$ cat config.mk
export PLATFORM = sky130hd
export DESIGN_NAME = mux_scan_sequencer
export DESIGN_NICKNAME = d
export VERILOG_FILES = /design/src/rtl/mux_scan_sequencer.sv
export SDC_FILE = /design/constraint.sdc
export NUM_CORES = 1
export LEC_CHECK = 0
export CAP_MARGIN = 20
export CORE_ASPECT_RATIO = 1.1
export CORE_MARGIN = 4
export CORE_UTILIZATION = 30
export DETAILED_ROUTE_END_ITERATION = 16
export RECOVER_POWER = 50
export SYNTH_ARGS = -nofsm -noshare
export SYNTH_HDL_FRONTEND = slang
export SYNTH_SLANG_ARGS = --single-unit
$ cat constraint.sdc
create_clock -name clk -period 1.8 [get_ports clk]
set_input_delay 0.36 -clock clk [delete_from_list [all_inputs] [get_ports clk]]
set_output_delay 0.36 -clock clk [all_outputs]
set_load 0.02 [all_outputs]
$ cat src/rtl/mux_scan_sequencer.sv
// Scan sequencer for a 4:1 mux: steps the selects through channels 0..3, samples
// data_in at the end of each settle window and reports the 4-bit word with a done pulse.
module mux_scan_sequencer #(
  parameter int unsigned SETTLE_CYCLES = 1,
  parameter bit          AUTO_RESTART  = 1'b0
) (
  input  logic       clk,
  input  logic       rst,
  input  logic       start,
  input  logic       data_in,
  output logic       s0,
  output logic       s1,
  output logic       busy,
  output logic       done,
  output logic [3:0] word_out,
  output logic [1:0] dbg_state
);

  // start is a level request sampled only in IDLE (no ready back-pressure);
  // done is a single-cycle strobe and word_out is valid from that cycle until the next done.
  typedef enum logic [1:0] {
    ST_IDLE = 2'd0,
    ST_SCAN = 2'd1,
    ST_DONE = 2'd2
  } state_t;

  localparam logic [3:0] SETTLE = 4'(SETTLE_CYCLES);

  state_t     state_q, state_d;
  logic [1:0] sel_q, sel_d;
  logic [3:0] wait_cnt_q, wait_cnt_d;
  logic [3:0] shadow_q, shadow_d;
  logic [3:0] word_q, word_d;

  always_comb begin
    state_d    = state_q;
    sel_d      = sel_q;
    wait_cnt_d = wait_cnt_q;
    shadow_d   = shadow_q;
    word_d     = word_q;
    case (state_q)
      ST_IDLE: begin
        sel_d      = 2'd0;
        wait_cnt_d = 4'd0;
        if (start) state_d = ST_SCAN;
      end
      ST_SCAN: begin
        if (wait_cnt_q < SETTLE) begin
          wait_cnt_d = wait_cnt_q + 4'd1;
        end else begin
          // Last edge of this channel's window: capture and move on.
          wait_cnt_d       = 4'd0;
          shadow_d[sel_q]  = data_in;
          if (sel_q == 2'd3) begin
            state_d = ST_DONE;
            word_d  = {data_in, shadow_q[2:0]};
            sel_d   = 2'd0;
          end else begin
            sel_d = sel_q + 2'd1;
          end
        end
      end
      ST_DONE: begin
        sel_d      = 2'd0;
        wait_cnt_d = 4'd0;
        state_d    = AUTO_RESTART ? ST_SCAN : ST_IDLE;
      end
      default: begin
        state_d    = ST_IDLE;
        sel_d      = 2'd0;
        wait_cnt_d = 4'd0;
      end
    endcase
  end

  always_ff @(posedge clk) begin
    if (rst) begin
      state_q    <= ST_IDLE;
      sel_q      <= 2'd0;
      wait_cnt_q <= 4'd0;
      shadow_q   <= 4'd0;
      word_q     <= 4'd0;
    end else begin
      state_q    <= state_d;
      sel_q      <= sel_d;
      wait_cnt_q <= wait_cnt_d;
      shadow_q   <= shadow_d;
      word_q     <= word_d;
    end
  end

  // sel_q is forced to 0 outside SCAN, so the selects need no extra gating.
  assign s0        = sel_q[0];
  assign s1        = sel_q[1];
  assign busy      = (state_q == ST_SCAN);
  assign done      = (state_q == ST_DONE);
  assign word_out  = word_q;
  assign dbg_state = state_q;

endmodule
# After elaboration in Yosys (flattened, before gate mapping)
# Cells that the tools add are included.
[word_totals] output_inout_bits=10 in_bits=4 ff_bits=16
[op_classes] magnitude_cmp=3 n_reduce_logical=7 bitwise_logic=2 add_sub_neg=2 eq_ne=6 mux=8
[op_table] op="$mux W2" n=4
[op_table] op="$reduce_and A3 Y1" n=2
[op_table] op="$add A4 B1 Y4 const B" n=1
[op_table] op="$bwmux W4" n=1
[op_table] op="$eq A2 B2 Y1 const B" n=2
[op_table] op="$lt A4 B1 Y1 const B" n=1
[op_table] op="$ne A2 B2 Y1 const B" n=2
[op_table] op="$pmux W2 S2" n=1
[op_table] op="$lt A2 B3 Y1 const B" n=1
[op_table] op="$reduce_or A3 Y1" n=1
[op_table] op="$add A2 B1 Y2 const B" n=1
[op_table] op="$demux W1 S2" n=1
[op_table] op="$eq A2 B1 Y1 const B" n=1
[op_table] op="$ge A2 B1 Y1 const B" n=1
[op_table] op="$logic_not A2 Y1" n=1
[op_table] op="$ne A2 B1 Y1 const B" n=1
[op_table] op="$not A1 Y1" n=2
[op_table] op="$reduce_and A2 Y1" n=1
[op_table] op="$reduce_or A2 Y1" n=1
[op_table] op="$logic_and A1 B1 Y1" n=1
[op_table] op="$mux W1" n=1

# Logic depth before layout (Yosys ltp)
[logic_depth] depth_word=5 depth_mapped=6 depth_no_buf=5

# Worst setup path after synthesis
# No wires, ideal clock.
[synth_timing] path_type="register to register" startpoint="reg state_q[0] (netlist: dbg_state[0])" endpoint="reg word_q[3] (netlist: word_out[3])" arrival_ps=1406 stages_incl_launch_ff=4 required_time_ps=1679 setup_slack_ps=274 setup_ps=121 cell_sequence="dfxtp_1 > nor2b_1 > nand3_2 > mux2i_1"
[synth_via] elab_chain_cells=2
[synth_rtl] element="from (decl)" line_no="29" source="state_t state_q, state_d;"
[synth_rtl] element="from (signal assigned)" line_no="84" source="state_q <= state_d;"
[synth_rtl] element="$eq A2 B1 Y1"
[synth_rtl] element="named net busy" line_no="13" source="output logic busy,"
[synth_rtl] element="$reduce_and A3 Y1 (no line)"
[synth_rtl] element="to (signal assigned)" line_no="88" source="word_q <= word_d;"
[synth_rtl] element="to (decl)" line_no="33" source="logic [3:0] word_q, word_d;"
# The timed path passes the listed nets, and every way through them passes these cells.
# A chain may end at the register's enable or synchronous reset.

# Worst setup path in the final report
[layout_timing] startpoint="reg sel_q[0]" endpoint="out s0"
[layout_rtl] element="from (decl)" line_no="30" source="logic [1:0] sel_q, sel_d;"
[layout_rtl] element="from (signal assigned)" line_no="85" source="sel_q <= sel_d;"
[layout_rtl] element="to (decl)" line_no="11" source="output logic s0,"
# No word-level cell between the ends.

==> reports/results.ini <==
[synth]
synth-seq-cells=15
yosysWarnings=0
yosys.area.top_type_share_pct=44.6
netlist_instances=65
ys_seq_area_share_pct=44.6
yosys.cell_types.count=20
synth.area.top_cells=dfxtp_1 45%, mux2i_1 12%, ha_1 11%
synth_nets=75
yosys.area.top_type=dfxtp_1
syn_avg_cell_area_sq_um=10.4
synth_area_sq_um=673

[clock_network]
ctsRootBufferMaster=clkbuf_4
worst_skew_pair.late_latency_ns=0.27
postCtsSetupRepairBufs=0
cts.clk_slew.worst_paths_ns=0.09
cts_max_path_buffers=2
clock_sinks=15
htreeDepth=1
hold_buffers=0
cts_buffers=3
cts_tree=yes
cts_resized=2

[floorplanning]
die_w_microns=53.2
die_area_sq_um=3070
rows=17
io_pins=14
dieHeight_microns=57.7
core_sq_um=2060
initial_core_util_pct=32.6

[placement]
postPlaceCellArea_sq_um=848
place.gp.congestion=0.656
io_buffers=13
dp_hpwl_microns=901

[finish]
layout_commonest_cell=dfxtp_1
area_growth_pct=28.4
fillers=216
layout_common_cells=15 x dfxtp_1, 10 x clkdlybuf4s50_1, 8 x nand2b_1, 8 x mux2i_1, 6 x ha_1
final_layout_size_suffix_gt1_share_pct=8.43
regArea_sq_um=300
antenna_cells=0
multi_input_area_sq_um=342
layout.nets=94
post-route-cell-area_sq_um=865

[hold_path]
min_from=wait_cnt_q[0]
hp-class=reg2reg

[worst_setup_path]
crit_buf_inv=1
slowest_delay_ns=0.65
critPathLaunchType=flip-flop
timing.rr.start=wait_cnt_q[0]
cpLargestDelayFamily=buffers and inverters
crit_chain=clkdlybuf4s50_1
startpoint=sel_q[0]
end_kind=output pin
arrival_ns=1.36
crit_path_max_fanout=6
criticalPathCategory=reg2out
crit_slowest_cell=clkdlybuf4s50_1
required_ns=1.44

[global_routing]
grt.total_usage_pct=9.29
grt_pass1_wl_microns=2080
overflow=0
antenna_found_initial=0
grt_pass1_vias=492
grt_max_degree=10

[timing]
fmax_mhz=582
finClkSkew_ns=0.00515
finalSetupViolCount=0
finalSetupTns_ns=0
rsz0062_at_grt=false
hold_viol=0
fin_crit_sh_pct=95.5
slew_violations=0
finalCriticalPeriod_ns=1.72

[drt]
route.detailed.drc=0
ant_nets=0
drt-wirelength-per-cell_microns=10.2
via_count=479
drt_iter0_drc=0
dr.pass1.iters=1
via_per_inst=4.32
wl_microns=1130

[power_and_ir_drop]
powerDensity_nw_per_um2=698
ir_drop_v=0.000359
leakagePower_nw=0.379

[flow_run]
cap_violations=0

[outcome]
outcome=complete, no violations

[cells in the mapped netlist (all sizes together)]
| master | count |
|---|---|
| nor3b | 1 |
| dfxtp | 15 |
| or2 | 1 |
| o31ai | 1 |
| a22o | 2 |
| nor2b | 2 |
| mux2i | 8 |
| nand3 | 4 |
| inv | 5 |
| nor2 | 5 |
| conb | 1 |
| or3b | 2 |
| nand2b | 8 |
| and2 | 1 |
| nor3 | 1 |
| ha | 6 |
| xnor2 | 1 |
| buf | 1 |
[metal layers]
metal | up-vias | GRT usage, % | part of all wire, %
li1 | 254 | - | -
met1 | 211 | 12.3 | 48
met2 | 9 | 13.1 | 44
met3 | 5 | 2.06 | 4.5
met4 | 0 | 6.57 | 3.2
met5 | - | 0 | 0
[registers in the layout, indices dropped and copies added (netlist names)]
register / count
dbg_state: 2
shadow_q: 3
word_out: 4
wait_cnt_q: 4
sel_q: 2
[power by group]
part	internal (mW)	switching, mW	leakage (nW)	total (mW)
clock	0.0858	0.0987	0.0150	0.185
sequential	0.340	0.00839	0.122	0.349
combinational	0.0360	0.0341	0.242	0.0702
[kinds of logic after synthesis]
kind of cell / share of synthesized area, %
xor gates and xnor gates: 1.30
buffers and inverters: 3.53
and+or+nand+nor: 23.2
muxes: 11.9
other: 0.557
AOI/OAI and AO/OA: 3.72
adders and majority gates: 11.2
DFF: 44.6
[cell type report]
type	count	area share, %
flip-flops and latches	15	34.7
well taps	28	4.05
inverters	5	2.17
clock buffers	4	3.04
repair buffers	15	16.5
multi-input cells	44	39.5
[per-stage QoR]
stage                     total power, mW  util, %  hold WS, ns  setup WS, ns  cells
after floorplan                     0.399        -        0.427         0.274     65
after global placement              0.431     41.1        0.459         0.145    107
after detailed placement            0.432     41.1        0.450         0.152    107
after CTS                           0.614     42.3        0.470        0.0738    111
after global routing                0.633     41.9        0.503        0.0147    111
final                               0.604     41.9        0.470        0.0819    111
[path summary, 6_finish.rpt]
path / slack [ns] / end / cells past startpoint
hold reg to reg: 0.47 / wait_cnt_q[0] / 1
setup / recovery: 0.08 / s0 / 1
hold / removal: 0.47 / wait_cnt_q[0] / 1
setup reg to reg: 0.25 / word_out[3] / 5
Note: power is estimated with default switching activity, not from simulation.
